## src/rtl/sr_latch_sequencer.sv

```systemverilog
// Timed S/R/Enable pulse generator for a gated SR latch: every set/reset request
// becomes a setup -> enable pulse -> hold sequence that never presents S=R=1.
module sr_latch_sequencer #(
    parameter int SETUP_CYCLES = 2,
    parameter int PULSE_CYCLES = 4,
    parameter int HOLD_CYCLES  = 2
) (
    input  logic       Clk,
    input  logic       Reset,
    input  logic       Cmd_valid,
    input  logic [1:0] Cmd_op,
    output logic       Cmd_ready,
    output logic       S,
    output logic       R,
    output logic       Enable,
    output logic       Busy,
    output logic       Done,
    output logic       Err,
    output logic [7:0] Applied_count
);

    localparam int MAX_SP     = (SETUP_CYCLES > PULSE_CYCLES) ? SETUP_CYCLES : PULSE_CYCLES;
    localparam int MAX_CYCLES = (MAX_SP > HOLD_CYCLES) ? MAX_SP : HOLD_CYCLES;
    localparam int CW         = $clog2(MAX_CYCLES + 1);

    localparam logic [CW-1:0] SETUP_LOAD = CW'(SETUP_CYCLES - 1);
    localparam logic [CW-1:0] PULSE_LOAD = CW'(PULSE_CYCLES - 1);
    localparam logic [CW-1:0] HOLD_LOAD  = CW'(HOLD_CYCLES - 1);

    typedef enum logic [1:0] {
        IDLE  = 2'd0,
        SETUP = 2'd1,
        PULSE = 2'd2,
        HOLD  = 2'd3
    } state_t;

    state_t        state_reg, state_next;
    logic [CW-1:0] cnt_reg, cnt_next;
    logic [1:0]    op_reg, op_next;
    logic          s_reg, s_next;
    logic          r_reg, r_next;
    logic          en_reg, en_next;
    logic          busy_reg, busy_next;
    logic          done_reg, done_next;
    logic          err_reg, err_next;
    logic [7:0]    count_reg, count_next;
    logic          accept;

    assign Cmd_ready     = (state_reg == IDLE);
    assign accept        = Cmd_valid && (state_reg == IDLE);
    assign S             = s_reg;
    assign R             = r_reg;
    assign Enable        = en_reg;
    assign Busy          = busy_reg;
    assign Done          = done_reg;
    assign Err           = err_reg;
    assign Applied_count = count_reg;

    // Outputs are computed one cycle ahead so that every latch drive is a flop.
    always_comb begin
        state_next = state_reg;
        cnt_next   = cnt_reg;
        op_next    = op_reg;
        s_next     = 1'b0;
        r_next     = 1'b0;
        en_next    = 1'b0;
        busy_next  = 1'b0;
        done_next  = 1'b0;
        err_next   = 1'b0;
        count_next = count_reg;

        case (state_reg)
            IDLE: begin
                if (accept) begin
                    case (Cmd_op)
                        2'b01, 2'b10: begin
                            op_next    = Cmd_op;
                            state_next = SETUP;
                            cnt_next   = SETUP_LOAD;
                            s_next     = Cmd_op[0];
                            r_next     = Cmd_op[1];
                            busy_next  = 1'b1;
                        end
                        2'b00:   done_next = 1'b1;
                        default: err_next  = 1'b1;
                    endcase
                end
            end
            SETUP: begin
                s_next    = op_reg[0];
                r_next    = op_reg[1];
                busy_next = 1'b1;
                if (cnt_reg == '0) begin
                    state_next = PULSE;
                    cnt_next   = PULSE_LOAD;
                    en_next    = 1'b1;
                end else begin
                    cnt_next = cnt_reg - CW'(1);
                end
            end
            PULSE: begin
                s_next    = op_reg[0];
                r_next    = op_reg[1];
                busy_next = 1'b1;
                en_next   = 1'b1;
                if (cnt_reg == '0) begin
                    state_next = HOLD;
                    cnt_next   = HOLD_LOAD;
                    en_next    = 1'b0;
                end else begin
                    cnt_next = cnt_reg - CW'(1);
                end
            end
            HOLD: begin
                s_next    = op_reg[0];
                r_next    = op_reg[1];
                busy_next = 1'b1;
                if (cnt_reg == '0) begin
                    // S/R drop here, so back-to-back sequences always see one low cycle.
                    state_next = IDLE;
                    s_next     = 1'b0;
                    r_next     = 1'b0;
                    busy_next  = 1'b0;
                    done_next  = 1'b1;
                    count_next = count_reg + 8'd1;
                end else begin
                    cnt_next = cnt_reg - CW'(1);
                end
            end
            default: state_next = IDLE;
        endcase
    end

    always_ff @(posedge Clk) begin
        if (Reset) begin
            state_reg <= IDLE;
            cnt_reg   <= '0;
            op_reg    <= 2'b00;
            s_reg     <= 1'b0;
            r_reg     <= 1'b0;
            en_reg    <= 1'b0;
            busy_reg  <= 1'b0;
            done_reg  <= 1'b0;
            err_reg   <= 1'b0;
            count_reg <= 8'd0;
        end else begin
            state_reg <= state_next;
            cnt_reg   <= cnt_next;
            op_reg    <= op_next;
            s_reg     <= s_next;
            r_reg     <= r_next;
            en_reg    <= en_next;
            busy_reg  <= busy_next;
            done_reg  <= done_next;
            err_reg   <= err_next;
            count_reg <= count_next;
        end
    end

endmodule
```

## config.mk

```make
export PLATFORM = sky130hd
export DESIGN_NAME = sr_latch_sequencer
export DESIGN_NICKNAME = d
export VERILOG_FILES = /design/src/rtl/sr_latch_sequencer.sv
export SDC_FILE = /design/constraint.sdc
export NUM_CORES = 1
export LEC_CHECK = 0
export CAP_MARGIN = 0
export CORE_MARGIN = 8
export CORE_UTILIZATION = 35
export DETAILED_ROUTE_END_ITERATION = 12
export GPL_ROUTABILITY_DRIVEN = 0
export PLACE_DENSITY = 0.6
export SKIP_CTS_REPAIR_TIMING = 1
export SLEW_MARGIN = 10
export SYNTH_ARGS = -nofsm -noshare
export SYNTH_HDL_FRONTEND = slang
export SYNTH_SLANG_ARGS = --single-unit
```

## constraint.sdc

```tcl
create_clock -name Clk -period 1.7 [get_ports Clk]
set_input_delay 0.34 -clock Clk [delete_from_list [all_inputs] [get_ports Clk]]
set_output_delay 0.34 -clock Clk [all_outputs]
set_load 0.01 [all_outputs]
```

# --- Yosys cells after proc, flatten, opt, wreduce, memory -nomap -nowiden ---
# Cells that the tools add are included.
op_classes:
  n_shift: 0
  magnitude_cmp: 0
  n_reduce_logical: 12
  multipliers: 0
  bitwise_logic: 2
  eq_ne: 11
  n_mux: 30
  n_div: 0
  add_sub_neg: 2
ops:
  columns: ["cell", "n"]
  rows:
  - ["$mux 3", 5]
  - ["$mux 1", 13]
  - ["$pmux 3 s4", 1]
  - ["$mux 2", 5]
  - ["$pmux 1 s3", 3]
  - ["$add 8x1->8 const B", 1]
  - ["$ne 2x2->1 const B", 4]
  - ["$pmux 2 s4", 1]
  - ["$eq 2x2->1 const B", 3]
  - ["$reduce_and 3->1", 2]
  - ["$reduce_or 3->1", 2]
  - ["$reduce_and 5->1", 1]
  - ["$eq 2x1->1 const B", 2]
  - ["$logic_not 2->1", 2]
  - ["$ne 2x1->1 const B", 2]
  - ["$pmux 1 s2", 2]
  - ["$reduce_or 2->1", 2]
  - ["$logic_not 3->1", 1]
  - ["$sub 3x1->3 const B", 1]
  - ["$not 1->1", 2]
  - ["$reduce_and 2->1", 1]
  - ["$logic_and 1x1->1", 1]
word_totals:
  mem_bits_rw: 0
  input_bits: 5
  mem_count: 0
  wordCells: 67
  regBits: 21
  output_inout_bits: 15
  latchBits: 0
  mem_bits_ro: 0

# --- Logic depth before layout (Yosys ltp) ---
# Gate-level depths: netlist of run 1.
logic_depth:
  ltp_word: 5
  mapped_depth: 7
  ltp_nobuf: 6

# --- Worst setup path before layout of run 1 ---
# Ideal clock, no wire load.
synth_path:
  kind: "reg2reg"
  start: "reg state_reg[0]"
  end: "reg state_reg[1]"
  arrival_time_ns: 1.478
  path_stages_with_launch: 7
  setup_ns: 0.128
  path_buffers: 0
  t_required_ns: 1.572
  slack_ns: 0.095
  period_less_slack_ns: 1.605
  path_cell_list: "dfxtp_1 -> inv_1 -> ha_1 -> or3_1 -> a21oi_2 -> mux2i_1 -> nor2_1"
synth_via:
  elab_chain_len: 4
  elab_cells_between_ends: 12
  cone_classes: "eq/ne: 8; mux: 1; reduce/logical: 3"
synth_rtl:
  columns: ["item", "line_no", "text"]
  rows:
  - ["start, declared", "37", "state_t state_reg, state_next;"]
  - ["start signal, assigned", "147", "state_reg <= state_next;"]
  - ["$logic_not 2->1", "50, 72", null]
  - ["$logic_and 1x1->1", "50", "assign accept = Cmd_valid && (state_reg == IDLE);"]
  - ["$ne 2x1->1 (no source line)", null, null]
  - ["$reduce_and 5->1 (no source line)", null, null]
# Several ways; a longest one is shown, not always the timed one.
# A chain may end at the register's enable or synchronous reset.

# --- Final worst setup path of run 1 ---
layout_path:
  start: "in Cmd_op[0]"
  end: "reg cnt_reg[0]"
layout_via:
  elab_chain_len: 4
  elab_cells_between_ends: 5
  cone_classes: "eq/ne: 3; reduce/logical: 2"
layout_rtl:
  columns: ["item", "line_no", "text"]
  rows:
  - ["start, declared", "11", "input logic [1:0] Cmd_op,"]
  - ["$eq 2x1->1 / $eq 2x2->1 (equally long branches)", "75", "case (Cmd_op)"]
  - ["$reduce_or 2->1 *", "75", null]
  - ["$ne 2x1->1 (no source line) *", null, null]
  - ["$reduce_and 3->1 (no source line) *", null, null]
  - ["end signal, assigned", "148", "cnt_reg <= cnt_next;"]
  - ["end, declared", "38", "logic [CW-1:0] cnt_reg, cnt_next;"]
# Every way passes the cells marked *; elsewhere a longest branch is shown, timed or not.

==> impl_metrics.json, run 1 <==
{
  "status": "finished, final reports clean",
  "grt_overflow": 0,
  "worstMarginPinSlew_ns": 0.4443,
  "netlist-cell-type-count": 35,
  "cts_max_level": 1,
  "cts_root_buf": "clkbuf_4",
  "drive_gt1_share_pct": 18.79,
  "leakagePower_nw": 0.6126,
  "numCtsBuffers": 3,
  "syn_nets": 135,
  "cp-startpoint": "Cmd_op[0]",
  "layout.nets": 167,
  "crit_type": "primary input to flip-flop",
  "cts_tree": "built",
  "end_kind": "flip-flop",
  "largest_reg_flops": 8,
  "cp.required_ns": 1.90,
  "cts_buffer_depth": 2,
  "worstSkewPairLatency_ns": 0.31,
  "portBuffers": 19,
  "wl_per_cell_um": 13.31,
  "finalWorstSetupSlack_ns": 0.05915,
  "chipHeight_um": 71.77,
  "final_hold_viol_count": 0,
  "dp_hpwl_mm": 1.817,
  "regArea_um2": 425.4,
  "fin_worst_skew_ns": 0.005498,
  "area_delta_synth_final_pct": 35.40,
  "ys_warn_count": 0,
  "place_inst": 178,
  "drtIter0Drc": 67,
  "diodes": 0,
  "r2r_start": "state_reg[1]$_SDFFE_PP0P_",
  "ant_nets": 0,
  "grt_pass1_wl_mm": 4.071,
  "synthCells": 118,
  "startpoint_type": "primary input",
  "yosys_register_bits": 21,
  "antenna_found_initial": 0,
  "cp_max_fo": 4,
  "reg2reg_to": "Applied_count[7]$_SDFFE_PP0P_",
  "rsz0062_at_grt": "false",
  "max_cap_violations": 0,
  "die_w_um": 71.77,
  "setup_viol": 0,
  "initial_utilization_pct": 36.25,
  "irDropWorstVdd_v": 0.0008394,
  "ys_top_cells_by_area": "dfxtp_1 39%, ha_1 14%, nor2_1 5.2%",
  "rr_worst_depth": 5,
  "path_clk_slew_ns": 0.13,
  "postLayoutCellArea_um2": 1474,
  "p_per_area_nw_per_um2": 1287,
  "ys.flop_type": "dfxtp_1",
  "vias": 917,
  "core_um2": 3003,
  "syn_area_per_cell_um2": 9.225,
  "core.rowCount": 20,
  "grt_pass1_vias": 933,
  "synth.most_common_cell": "dfxtp_1",
  "drc": 0,
  "nFillCells": 295,
  "critPathCapture": "cnt_reg[0]$_SDFFE_PP0P_",
  "stdcell_count": 182,
  "maxSlewViolCount": 0,
  "vias_per_cell": 5.038,
  "synth_top_area_share_pct": 38.62,
  "yosys-top-cells-count": "21 x dfxtp_1, 15 x nor2_1, 12 x ha_1",
  "fin_crit_sh_pct": 96.52,
  "regToRegSetupSlack_ns": 0.11,
  "max_freq_ghz": 0.6094,
  "hold_class": "flip-flop to flip-flop",
  "grt_usage_pct": 9.764,
  "post-place-ws_ns": -0.3032,
  "drt-pass1-iter-count": 4,
  "synth_area_um2": 1089,
  "grt_max_degree": 23,
  "wl_mm": 2.422,
  "dpl_cell_area_um2": 1399,
  "cp_data_arrival_time_ns": 1.84,
  "relSlewSlack_pct": 70.11,
  "synth_seq_area_share_pct": 38.62,
  "fin_tns_setup_ns": 0,
  "ys_async_sr_fraction_pct": 0,
  "cts.sinks": 21,
  "yosysTopAreaCell": "dfxtp_1",
  "multiInputGateArea_um2": 654.4,
  "synth-edff-count": 0,
  "min_period_ns": 1.641,
  "io_pins": 20,
  "die-area_um2": 5151
}
-- kinds of logic after synthesis --
| kind of cell | Yosys count | share of synthesized area (%) |
|---|---|---|
| multiplexers | 4 | 3.678 |
| flip-flops | 21 | 38.62 |
| AO/OA/AOI/OAI | 18 | 12.07 |
| adder cells (fa/ha/maj) | 12 | 13.79 |
| buffers and inverters | 12 | 4.942 |
| AND/OR/NAND/NOR | 44 | 21.26 |
| XOR/XNOR | 7 | 5.632 |
-- worst max-delay path, stage by stage --
cell             delay [ns]
clkdlybuf4s50_1        0.48
inv_1                  0.08
ha_4                   0.27
a21boi_1               0.06
buf_4                  0.16
or2_4                  0.25
a211oi_2               0.15
a211oi_1               0.07
-- per-layer routing --
layer,up-vias,GRT usage [%],part of all wire [%]
li1,471,-,-
met1,420,10.53,47
met2,24,17.31,47
met3,2,3.766,5.5
met4,0,2.494,0.66
met5,-,0,0
-- layout make-up --
type / count / share of cell area (%)
multi-input cells: 85 / 44.40
flip-flops and latches: 21 / 28.86
repair buffers: 31 / 20.03
well taps: 33 / 2.801
inverters: 8 / 2.037
clock buffers: 3 / 1.528
clock inverters: 1 / 0.3396
-- per-stage QoR --
step	hold slack (ns)	total power, W	util [%]
finish	0.4973	0.001897	49.08
global route	0.5308	0.002051	49.08
CTS	0.4931	0.001826	47.50
detailed placement	0.4745	0.001572	46.58
global placement	0.4659	0.001556	46.58
floorplan	0.4391	0.001237	-
-- placed cells by master (no fill, tap or decap), drive strengths merged, types with 4 or more instances in the layout --
cell type / count
a211oi: 4
a21oi: 6
buf: 12
clkdlybuf4s50: 18
dfxtp: 21
ha: 12
inv: 8
mux2i: 4
nand2: 8
nand3: 4
nand4: 4
nor2: 15
xnor2: 4
-- how the worst min path moves through the flow --
stage	from	to	slack (ns)	cells after the start
global route	op_reg[1]$_SDFFE_PP0P_	R$_SDFF_PP0_	0.53	2
finish	op_reg[0]$_SDFFE_PP0P_	S$_SDFF_PP0_	0.50	2
floorplan	Reset	cnt_reg[1]$_SDFFE_PP0P_	0.44	1
detailed placement	op_reg[1]$_SDFFE_PP0P_	R$_SDFF_PP0_	0.47	2
global placement	op_reg[0]$_SDFFE_PP0P_	S$_SDFF_PP0_	0.47	2
CTS	op_reg[1]$_SDFFE_PP0P_	R$_SDFF_PP0_	0.49	2
-- power by group --
part / leakage (nW) / internal [W] / switching [W] / total (W)
logic: 0.423 / 0.000497 / 0.000538 / 0.00103
registers: 0.172 / 0.000571 / 0.0000431 / 0.000614
clock network: 0.0177 / 0.0000878 / 0.000161 / 0.000249
(Power assumes the default switching activity.)
==> run 2, diff against run 1 <==
==> constraint.sdc (replaced) <==
create_clock -name Clk -period 1.45 [get_ports Clk]
set_input_delay 0.29 -clock Clk [delete_from_list [all_inputs] [get_ports Clk]]
set_output_delay 0.29 -clock Clk [all_outputs]
set_load 0.01 [all_outputs]
==> impl_metrics.json, run 2 (synthesis gave the netlist of run 1 again) <==
{
  "max_stage_delay_ns": 0.41,
  "hold_slack_ns": 0.3972,
  "dp_hpwl_mm": 1.951,
  "critPathTopFamily": "simple AND/OR/NAND/NOR gates",
  "vias": 995,
  "drc": 0,
  "io_pins": 20,
  "critPathCapture": "state_reg[0]$_SDFFE_PP0P_",
  "ant_nets": 0,
  "layout.nets": 181,
  "max_cap_violations": 0,
  "cts.sinks": 21,
  "cts_buffer_depth": 2,
  "core.rowCount": 20,
  "status": "complete, but fails checks",
  "final_hold_viol_count": 0,
  "final_common_cell": "buf_4",
  "antenna_found_initial": 0,
  "irDropWorstVdd_v": 0.001161,
  "max_freq_ghz": 0.6481,
  "grt_pass1_wl_mm": 4.326,
  "die-area_um2": 5151,
  "most-common-layout-cells": "22 x buf_4, 17 x dlymetal6s2s_1, 15 x nor2_1",
  "grt_max_degree": 23,
  "cts_tree": "built",
  "setup_viol": 4,
  "diodes": 0,
  "regToRegSetupSlack_ns": -0.09,
  "regArea_um2": 440.4,
  "area_delta_synth_final_pct": 58.74,
  "rsz0062_at_grt": "true",
  "violations": "setup timing",
  "r2r_start": "state_reg[0]$_SDFFE_PP0P_",
  "cp.required_ns": 1.67,
  "cp-startpoint": "state_reg[0]$_SDFFE_PP0P_",
  "worstMarginPinSlew_ns": 0.2806,
  "wl_mm": 2.750,
  "chipHeight_um": 71.77,
  "leakagePower_nw": 0.9588,
  "min_period_ns": 1.543,
  "worstSkewPairLatency_ns": 0.31,
  "drtIter0Drc": 42,
  "wl_per_cell_um": 14.03,
  "multiInputGateArea_um2": 734.5,
  "crit_type": "flip-flop to flip-flop",
  "place_inst": 189,
  "initial_utilization_pct": 36.25,
  "path_clk_slew_ns": 0.12,
  "relSlewSlack_pct": 81.14,
  "maxSlewViolCount": 0,
  "cts_root_buf": "clkbuf_4",
  "nFillCells": 274,
  "end_kind": "flip-flop",
  "grt_pass1_vias": 990,
  "grt_overflow": 0,
  "p_per_area_nw_per_um2": 1507,
  "path_buf_inv": 1,
  "drt-pass1-iter-count": 4,
  "cp_num_cells": 6,
  "cp_data_arrival_time_ns": 1.77,
  "crit_slowest_cell": "dfxtp_4",
  "hold_class": "primary input to flip-flop",
  "core_um2": 3003,
  "vias_per_cell": 5.077,
  "portBuffers": 19,
  "fin_tns_setup_ns": -0.2649,
  "path_cells": "inv_4 > ha_4 > or3_4 > a21oi_4 > nor2_1 > a211oi_2",
  "numCtsBuffers": 3,
  "fin_crit_sh_pct": 106.4,
  "startpoint_type": "flip-flop",
  "stdcell_count": 196,
  "drive_gt1_share_pct": 39.88,
  "cts_max_level": 1,
  "die_w_um": 71.77,
  "largest_reg_flops": 8,
  "fin_worst_skew_ns": 0.005776,
  "grt_usage_pct": 10.33,
  "rr_worst_depth": 6,
  "cp_max_fo": 4,
  "finalWorstSetupSlack_ns": -0.09302,
  "reg2reg_to": "state_reg[0]$_SDFFE_PP0P_"
}
==> run 2: worst min path at each step <==
stage	startpoint	endpoint	slack, ns	cells past startpoint
2_1_floorplan	Reset	cnt_reg[1]$_SDFFE_PP0P_	0.39	1
3_3_place_gp	op_reg[0]$_SDFFE_PP0P_	S$_SDFF_PP0_	0.47	2
3_5_place_dp	op_reg[0]$_SDFFE_PP0P_	S$_SDFF_PP0_	0.47	2
4_1_cts	op_reg[0]$_SDFFE_PP0P_	S$_SDFF_PP0_	0.49	2
5_1_grt	Cmd_op[1]	op_reg[1]$_SDFFE_PP0P_	0.43	4
6_report	Cmd_op[0]	op_reg[0]$_SDFFE_PP0P_	0.40	4
==> run 2: cell type report <==
| class | instances | area share, % |
|---|---|---|
| multi-input combinational | 85 | 42.51 |
| timing repair buffer | 45 | 26.14 |
| sequential | 21 | 25.49 |
| tap | 33 | 2.390 |
| inverter | 8 | 1.883 |
| clock buffer | 3 | 1.303 |
| clock inverter | 1 | 0.2896 |
==> run 2: through the flow <==
step	power, W	instance area (µm²)	setup slack (ns)	util (%)
2_1_floorplan	0.001572	1135	-0.01288	-
3_3_place_gp	0.002078	1528	-0.4201	50.88
3_5_place_dp	0.002112	1528	-0.4666	50.88
4_1_cts	0.002417	1555	-0.3769	51.79
5_1_grt	0.002797	1728	-0.1541	57.54
6_report	0.002604	1728	-0.09302	57.54
==> run 2: tightest hold or removal path: stages <==
cell and delay, ns:
dlymetal6s2s_1 0.12, buf_4 0.13, mux2i_1 0.06, nor2_1 0.08
==> run 2: layer usage <==
metal / up-vias / share of wire, % / wire (µm) / global-route usage [%]
met5: - / 0 / 0 / 0
met4: 0 / 0.51 / 14 / 3.401
met3: 2 / 3.9 / 106 / 3.068
met2: 16 / 54 / 1487 / 18.72
met1: 473 / 41 / 1140 / 11.06
li1: 504 / - / - / -
==> run 2: power by group <==
| group | switching, W | internal [W] | total, W |
|---|---|---|---|
| Clock | 0.000187 | 0.000103 | 0.000290 |
| Combinational | 0.000741 | 0.000815 | 0.00156 |
| Sequential | 0.0000773 | 0.000681 | 0.000758 |
==> variant, RTL diff (config.mk and constraints of run 1) <==
Set the parameter `PULSE_CYCLES` to 16 (it was 4).
--- a/src/rtl/sr_latch_sequencer.sv
+++ b/src/rtl/sr_latch_sequencer.sv
@@ -3,5 +3,5 @@
 module sr_latch_sequencer #(
     parameter int SETUP_CYCLES = 2,
-    parameter int PULSE_CYCLES = 4,
+    parameter int PULSE_CYCLES = 16,
     parameter int HOLD_CYCLES  = 2
 ) (
Check against the original RTL: not equivalent (Yosys sat finds a counterexample within 10 cycles, from zero or initial values and one cycle with Reset high).
==> variant against run 1 <==
- critical path depth decreased by 2
- core utilization rose by 4.6 points
- sequential power up 10%
- first-iteration DRC count fell by 30%
- final area up 19%
- critical path type is now reg2reg
- worst setup slack lost 0.017 ns
- area after synthesis increased by 6.3%
- via count rose by 18%
- synthesized cell count is 9.3% higher
- total power grew 28%
- non-clock buffer count is 13 higher
- critical endpoint is now state_reg[1]
- wire length is 22% higher
- sequential cell count grew 2
==> variant: results (changes against run 1) <==
- Clock Latency Late Sink: 0.31 ns (about the same)
- Post-synth EDFFs: 0 (unchanged)
- Hold path depth: 2 (unchanged)
- Hold wc startpoint: Applied_count[7]
- 1st-iter DRT viols: 47 (-30%)
- I/O Buffers: 19 (unchanged)
- Top delay family on crit path: simple AND/OR/NAND/NOR gates
- Worst-Margin Slew: 0.282 ns (-0.163 ns)
- CTS max path bufs: 2 (unchanged)
- Vias in the first global route: 1029 (+10%)
- Post-synthesis sequential area ratio: 39.8% (+1.2 points)
- DP Wirelength: 2090 um (+15%)
- First-pass GRT wire length: 4570 um (+12%)
- Slowest Stage Delay on Critical Path: 0.40 ns (-0.08 ns)
- Largest register FFs: 8 (unchanged)
- Worst slack at placement: -0.447 ns (-0.144 ns)
- Dpl cells: 212 (+19%)
- Top cells by area, synth: dfxtp_1, ha_1, xor2_1
- Wirelength, routed: 2950 um (+22%)
- Final Hold Slack: 0.496 ns (-0.00126 ns)
- R2r worst-path depth: 6 (+1)
- H-tree depth: 1 (unchanged)
- Skew final: 0.0133 ns (+0.00781 ns)
- Static leakage power: 0.715 nW (+17%)
- Worst vdd ir: 0.941 mV (+12%)
- Fillers: 332 (+13%)
- Syn_nets: 144 (+6.7%)
- Total track usage: 10.8% (+1.0 points)
- Status: complete, no violations
- Unique cell type count in the Yosys netlist: 37 (+5.7%)
- Reg-to-reg startpoint: state_reg[0]
- Synth Instances: 129 (+9.3%)
- Most instantiated cells after synthesis: dfxtp_1, nor2_1, ha_1
- Nets: 189 (+13%)
- Share of post-route cells with drive strength above 1: 32.4% (+14 points)
- Wire per inst: 13.5 um (+1.2%)
- Synth top area share: 39.8% (+1.2 points)
- CTS buffer count: 3 (unchanged)
- Reg2reg end: state_reg[1]
- Worst path slowest cell: or3_4
- WHS Endpoint: Applied_count[7]
- 1st-pass router iterations: 4 (unchanged)
- R2r setup slk: 0.04 ns (-0.07 ns)
- Post-placement cell area: 1580 um^2 (+13%)
- Vias: 1079 (+18%)
- Largest net degree at the start of global routing: 24 (+4.3%)
variant: cell count changes after synthesis, sizes merged, moves of 3 or more:
| cell | run 1 | this run |
|---|---|---|
| nor3 | 1 | 4 |
| a21oi | 6 | 9 |
| xnor2 | 4 | 0 |
| nand3 | 4 | 9 |
| xor2 | 3 | 6 |
variant: cell type report:
cell class              instances  area [um^2]  share of cell area (%)
clock buffers                   4         26.3                    1.50
repair buffers                 44          380                    21.7
multi-input cells              94          786                    44.9
inverters                       8         30.0                    1.72
well taps                      46         57.6                    3.29
flip-flops and latches         23          470                    26.9
variant: stage by stage:
stage	utilization (%)	TNS, ns
2_1_floorplan	-	0
3_3_place_gp	48.6	-2.41
3_5_place_dp	48.6	-2.98
4_1_cts	49.4	-0.803
5_1_grt	53.7	-0.0164
6_report	53.7	0
variant: power breakdown:
part	total [mW]	switching [mW]	internal (mW)
Clock	0.256	0.165	0.0915
Combinational	1.49	0.710	0.781
Sequential	0.677	0.0541	0.623
Total	2.42	0.929	1.49
variant: how the worst max path moves through the flow:
stage | start | endpoint | slack, ns
2_1_floorplan | state_reg[0] | cnt_reg[2] | 0.02
3_3_place_gp | Cmd_op[0] | cnt_reg[3] | -0.37
3_5_place_dp | Cmd_op[1] | cnt_reg[2] | -0.45
4_1_cts | state_reg[0] | Cmd_ready | -0.29
5_1_grt | cnt_reg[1] | state_reg[1] | -0.02
6_report | state_reg[0] | state_reg[1] | 0.04
variant: logic make-up (layout without fill, tap and decap cells):
| group | count (synthesis) | in the layout | synth area share [%] |
|---|---|---|---|
| AO/OA/AOI/OAI | 21 | 21 | 12.5 |
| XOR/XNOR | 6 | 6 | 4.54 |
| adder cells (fa/ha/maj) | 10 | 10 | 10.8 |
| buffers and inverters | 12 | 56 | 4.11 |
| flip-flops | 23 | 23 | 39.8 |
| multiplexers | 3 | 3 | 2.59 |
| AND/OR/NAND/NOR | 54 | 54 | 25.6 |
variant: worst min-delay path, cell delays in order, from the launching register on:
cell and delay (ns):
dfxtp_1 0.34, o21ai_0 0.07, a21oi_1 0.06
variant: layer usage:
metal  part of all wire (%)  GRT usage [%]  vias up
met1                     43           11.7      509
met3                    5.4           3.14        4
met5                      0              0        -
li1                       -              -      546
met2                     50           18.8       20
met4                    1.6           4.66        0
